--- config.mk ---
export PLATFORM = sky130hd
export DESIGN_NAME = siso_shift_sequencer
export DESIGN_NICKNAME = d
export VERILOG_FILES = /design/src/rtl/siso_shift_sequencer.sv
export SDC_FILE = /design/constraint.sdc
export NUM_CORES = 1
export LEC_CHECK = 0
export CORE_MARGIN = 5
export CORE_UTILIZATION = 45
export CTS_BUF_LIST = sky130_fd_sc_hd__clkbuf_8
export DETAILED_ROUTE_END_ITERATION = 10
export PLACE_DENSITY = 0.74
export SLEW_MARGIN = 25
export SYNTH_ARGS = -nofsm -noshare
export SYNTH_HDL_FRONTEND = slang
export SYNTH_SLANG_ARGS = --single-unit
export TNS_END_PERCENT = 30
--- constraint.sdc ---
create_clock -name clk -period 4.5 [get_ports clk]
set_input_delay 1.35 -clock clk [delete_from_list [all_inputs] [get_ports clk]]
set_output_delay 1.35 -clock clk [all_outputs]
set_load 0.02 [all_outputs]
--- src/rtl/siso_shift_sequencer.sv ---
// Serialises a parallel word LSB-first through an external SISO DFF chain and reassembles it.
// Optional loopback compare against a shadow copy of the word: define SISO_LOOPBACK_CHECK_EN.
module siso_shift_sequencer #(
    parameter int WIDTH       = 8,
    parameter int CHAIN_DEPTH = 4
) (
    input  logic             clk,
    input  logic             rst_n,
    input  logic             in_valid,
    output logic             in_ready,
    input  logic [WIDTH-1:0] in_data,
    output logic             sr_serial_in,
    input  logic             sr_serial_out,
    output logic             out_valid,
    input  logic             out_ready,
    output logic [WIDTH-1:0] out_data,
    output logic             busy,
    output logic             err
);

    localparam int CW = $clog2(WIDTH + CHAIN_DEPTH + 1);
    localparam logic [CW-1:0] LAST = CW'(WIDTH + CHAIN_DEPTH - 1);
    localparam logic [CW-1:0] W_C  = CW'(WIDTH);
    localparam logic [CW-1:0] D_C  = CW'(CHAIN_DEPTH);

    typedef enum logic [1:0] {
        IDLE = 2'd0,
        RUN  = 2'd1,
        DONE = 2'd2
    } state_t;

    state_t           state;
    state_t           state_nx;
    logic [CW-1:0]    cnt;
    logic [WIDTH-1:0] tx;
    logic [WIDTH-1:0] rx;
    logic [WIDTH:0]   rx_cat;
    logic             accept;
    logic             running;

    assign rx_cat   = {sr_serial_out, rx};
    assign out_data = rx;

    always_ff @(posedge clk or negedge rst_n) begin
        if (!rst_n) begin
            state <= IDLE;
        end else begin
            state <= state_nx;
        end
    end

    always_comb begin
        state_nx     = state;
        in_ready     = 1'b0;
        out_valid    = 1'b0;
        busy         = 1'b0;
        sr_serial_in = 1'b0;
        accept       = 1'b0;
        running      = 1'b0;
        unique case (state)
            IDLE: begin
                in_ready = 1'b1;
                if (in_valid) begin
                    accept   = 1'b1;
                    state_nx = RUN;
                end
            end
            RUN: begin
                busy         = 1'b1;
                running      = 1'b1;
                sr_serial_in = (cnt < W_C) & tx[0];
                if (cnt == LAST) begin
                    state_nx = DONE;
                end
            end
            DONE: begin
                busy      = 1'b1;
                out_valid = 1'b1;
                if (out_ready) begin
                    state_nx = IDLE;
                end
            end
            default: begin
                state_nx = IDLE;
            end
        endcase
    end

    // Capture waits CHAIN_DEPTH cycles so stale chain contents never reach rx.
    always_ff @(posedge clk or negedge rst_n) begin
        if (!rst_n) begin
            cnt <= '0;
            tx  <= '0;
            rx  <= '0;
        end else if (accept) begin
            cnt <= '0;
            tx  <= in_data;
        end else if (running) begin
            cnt <= cnt + 1'b1;
            tx  <= tx >> 1;
            if (cnt >= D_C) begin
                rx <= rx_cat[WIDTH:1];
            end
        end
    end

`ifdef SISO_LOOPBACK_CHECK_EN
    logic [WIDTH-1:0] shadow;

    always_ff @(posedge clk or negedge rst_n) begin
        if (!rst_n) begin
            shadow <= '0;
        end else if (accept) begin
            shadow <= in_data;
        end
    end

    assign err = out_valid & (rx != shadow);
`else
    assign err = 1'b0;
`endif

endmodule

==> impl_metrics.csv <==
group,metric,value,unit
synth,synth-seq-cells,22,
grt,grtUsageTotal,0.127,
detailed_routing,wl_per_cell,13.6,µm
critical_path,crit_path_end_kind,"output port",
floorplanning,start_util,0.465,
timing,worst_pin_slew,0.598,ns
critical_path,required,3.15,ns
clocking,cts.path.max_buffers,2,
clocking,post-cts-setup-buffers,0,
critical_path,rr_worst_depth,4,
place,dp_hpwl,1420,µm
floorplanning,core,0.00219,mm²
timing,drv_slew,0,
flow_run,max-cap-violations,0,
floorplanning,rows,17,
floorplanning,fp.dieArea,0.00332,mm²
detailed_routing,drt-vias-per-instance,4.94,
timing,post-route-period-util,0.727,
clocking,hold_buffers,0,
run_status,outcome,"finished clean",
cells_and_area,layout_commonest_cell,"clkdlybuf4s50_1",
power_and_ir_drop,cellLeakagePower,0.597,nW
place,io_buffers,24,
floorplanning,ios,26,
timing,hold_viol,0,
detailed_routing,wl,1880,µm
cells_and_area,area_delta_synth_final,29.9,%
cells_and_area,most-common-layout-cells,"clkdlybuf4s50_1 (23), dfrtp_1 (22), nand2_1 (9)",
clocking,numCtsBuffers,3,
clocking,cts.sinks,22,
power_and_ir_drop,p_total,863,µW
synth,yosysWarnings,0,
power_and_ir_drop,ir_drop,0.355,mV
critical_path,criticalPathCategory,"flop to output port",
detailed_routing,drt_iter0_drc,5,
grt,antenna_found_initial,0,
clocking,clockRootBuffer,"clkbuf_8",
timing,fin_worst_skew,0.00112,ns
cells_and_area,multiInputGateArea,434,µm²
floorplanning,die_w,57.6,µm
timing,relSlewSlack,0.601,
timing,finalSetupViolCount,0,
grt,grt_pass1_vias,737,
grt,grt_pass1_wl,3250,µm
power_and_ir_drop,powerDensity,651,mW/mm²
synth,ys_types,25,
floorplanning,die_y,57.6,µm
clocking,clk_pin_slew,0.07,ns
timing,final.min_clock_period,3.27,ns
grt,grt_max_degree,23,
synth,yosysSeqAreaShare,0.540,
critical_path,cp.arrival,1.92,ns
cells_and_area,diodes,0,
critical_path,cp_max_fo,16,
synth,synth_cells,86,
detailed_routing,drc,0,
min_path,holdPathStages,1,
cells_and_area,final.fill_count,183,
timing,rsz0062_at_grt,"false",
synth,postSynthAreaPerCell,11.9,µm²
synth,syn_nets,103,
cells_and_area,finish.utilization,0.605,
clocking,insertion_delay,0.25,ns
detailed_routing,vias,682,
cells_and_area,fin_nets,128,
detailed_routing,drtAntennaViolNets,0,
cells_and_area,drive_gt1_frac,0.145,
cells_and_area,regArea,551,µm²
min_path,hold_path.class,"flop to flop",
timing,timing.fmax,0.306,GHz
clocking,cts.htree.levels,1,
critical_path,start_kind,"flop",
synth,synth_area,0.00102,mm²
timing,tns,0,ns
clocking,ctsResizeCount,0,
clocking,tritoncts,"yes",
detailed_routing,dr.pass1.iters,4,
grt,grt-ovfl-total,0,
place,gp_congestion,0.772,
==> synthesized netlist by cell type <==
cell / n / area share
dfrtp_1: 22 / 0.54
nand2_1: 9 / 0.033
mux2_2: 8 / 0.088
mux2i_1: 8 / 0.079
o21ai_0: 8 / 0.039
ha_1: 4 / 0.049
nor2_1: 4 / 0.015
buf_4: 2 / 0.015
clkbuf_1: 2 / 0.0074
inv_1: 2 / 0.0074
nor2b_1: 2 / 0.012
xor2_1: 2 / 0.017
a211oi_2: 1 / 0.012
and2_1: 1 / 0.0061
and3b_1: 1 / 0.0086
buf_2: 1 / 0.0049
conb_1: 1 / 0.0037
mux2_1: 1 / 0.011
nand2b_1: 1 / 0.0061
nand3b_1: 1 / 0.0074
nand4_1: 1 / 0.0061
nor3_1: 1 / 0.0049
o21ai_2: 1 / 0.0086
o32a_1: 1 / 0.0098
xnor2_1: 1 / 0.0086
==> final timing paths <==
check	start	to	slack [ns]
max reg2reg	state[0]$_DFFE_PN0P_	tx[6]$_DFFE_PN0P_	2.94
min in group asynchronous	rst_n	tx[4]$_DFFE_PN0P_	1.04
min	out_data[0]$_DFFE_PN0P_	out_data[0]$_DFFE_PN0P_	0.52
min reg2reg	out_data[0]$_DFFE_PN0P_	out_data[0]$_DFFE_PN0P_	0.52
max in group asynchronous	rst_n	tx[5]$_DFFE_PN0P_	3.13
max	state[1]$_DFFE_PN0P_	sr_serial_in	1.23
==> report_power, final <==
| part | switching (mW) | internal [mW] |
|---|---|---|
| combinational | 0.192 | 0.202 |
| clock | 0.0582 | 0.0778 |
| sequential | 0.0540 | 0.280 |
==> registers in the layout (all words and copies together) (netlist names) <==
register  cells
tx            8
out_data      8
cnt           4
state         2
==> metal layers <==
metal | GRT usage | share of wire | vias up
met1 | 0.144 | 0.40 | 332
li1 | - | - | 338
met5 | 0 | 0 | -
met3 | 0.0249 | 0.032 | 2
met4 | 0.0695 | 0.014 | 0
met2 | 0.223 | 0.55 | 10
==> critical path: stages (launching register included) <==
cell	delay, ns
dfrtp_1	0.40
inv_1	0.09
ha_1	0.15
buf_4	0.24
and3b_1	0.19
clkdlybuf4s50_1	0.60
==> area by class of cell <==
type	instances	share of cell area
Timing Repair Buffer	25	0.183
Inverter	2	0.00567
Multi-Input combinational cell	57	0.328
Sequential cell	22	0.415
Tap cell	28	0.0264
Clock buffer	4	0.0415
==> logic make-up (layout without fill, tap and decap cells) <==
logic type / Yosys count / in the layout / share of synthesized area
adders and majority gates: 4 / 4 / 0.0491
xor gates and xnor gates: 3 / 3 / 0.0258
muxes: 17 / 17 / 0.178
AOI/OAI and AO/OA: 11 / 11 / 0.0699
buffers and inverters: 7 / 31 / 0.0344
DFF: 22 / 22 / 0.540
other: 1 / 1 / 0.00368
and+or+nand+nor: 21 / 21 / 0.0994
==> per-stage QoR <==
step / area (µm²) / instances / hold slack (ns) / setup slack [ns]
2_1_floorplan: 1020 / 86 / 0.488 / 1.95
3_3_place_gp: 1270 / 134 / 0.490 / 1.56
3_5_place_dp: 1270 / 134 / 0.501 / 1.51
4_1_cts: 1330 / 138 / 0.519 / 1.22
5_1_grt: 1330 / 138 / 0.545 / 1.14
6_report: 1330 / 138 / 0.515 / 1.23
No activity file was read; power rests on OpenSTA's default activity.
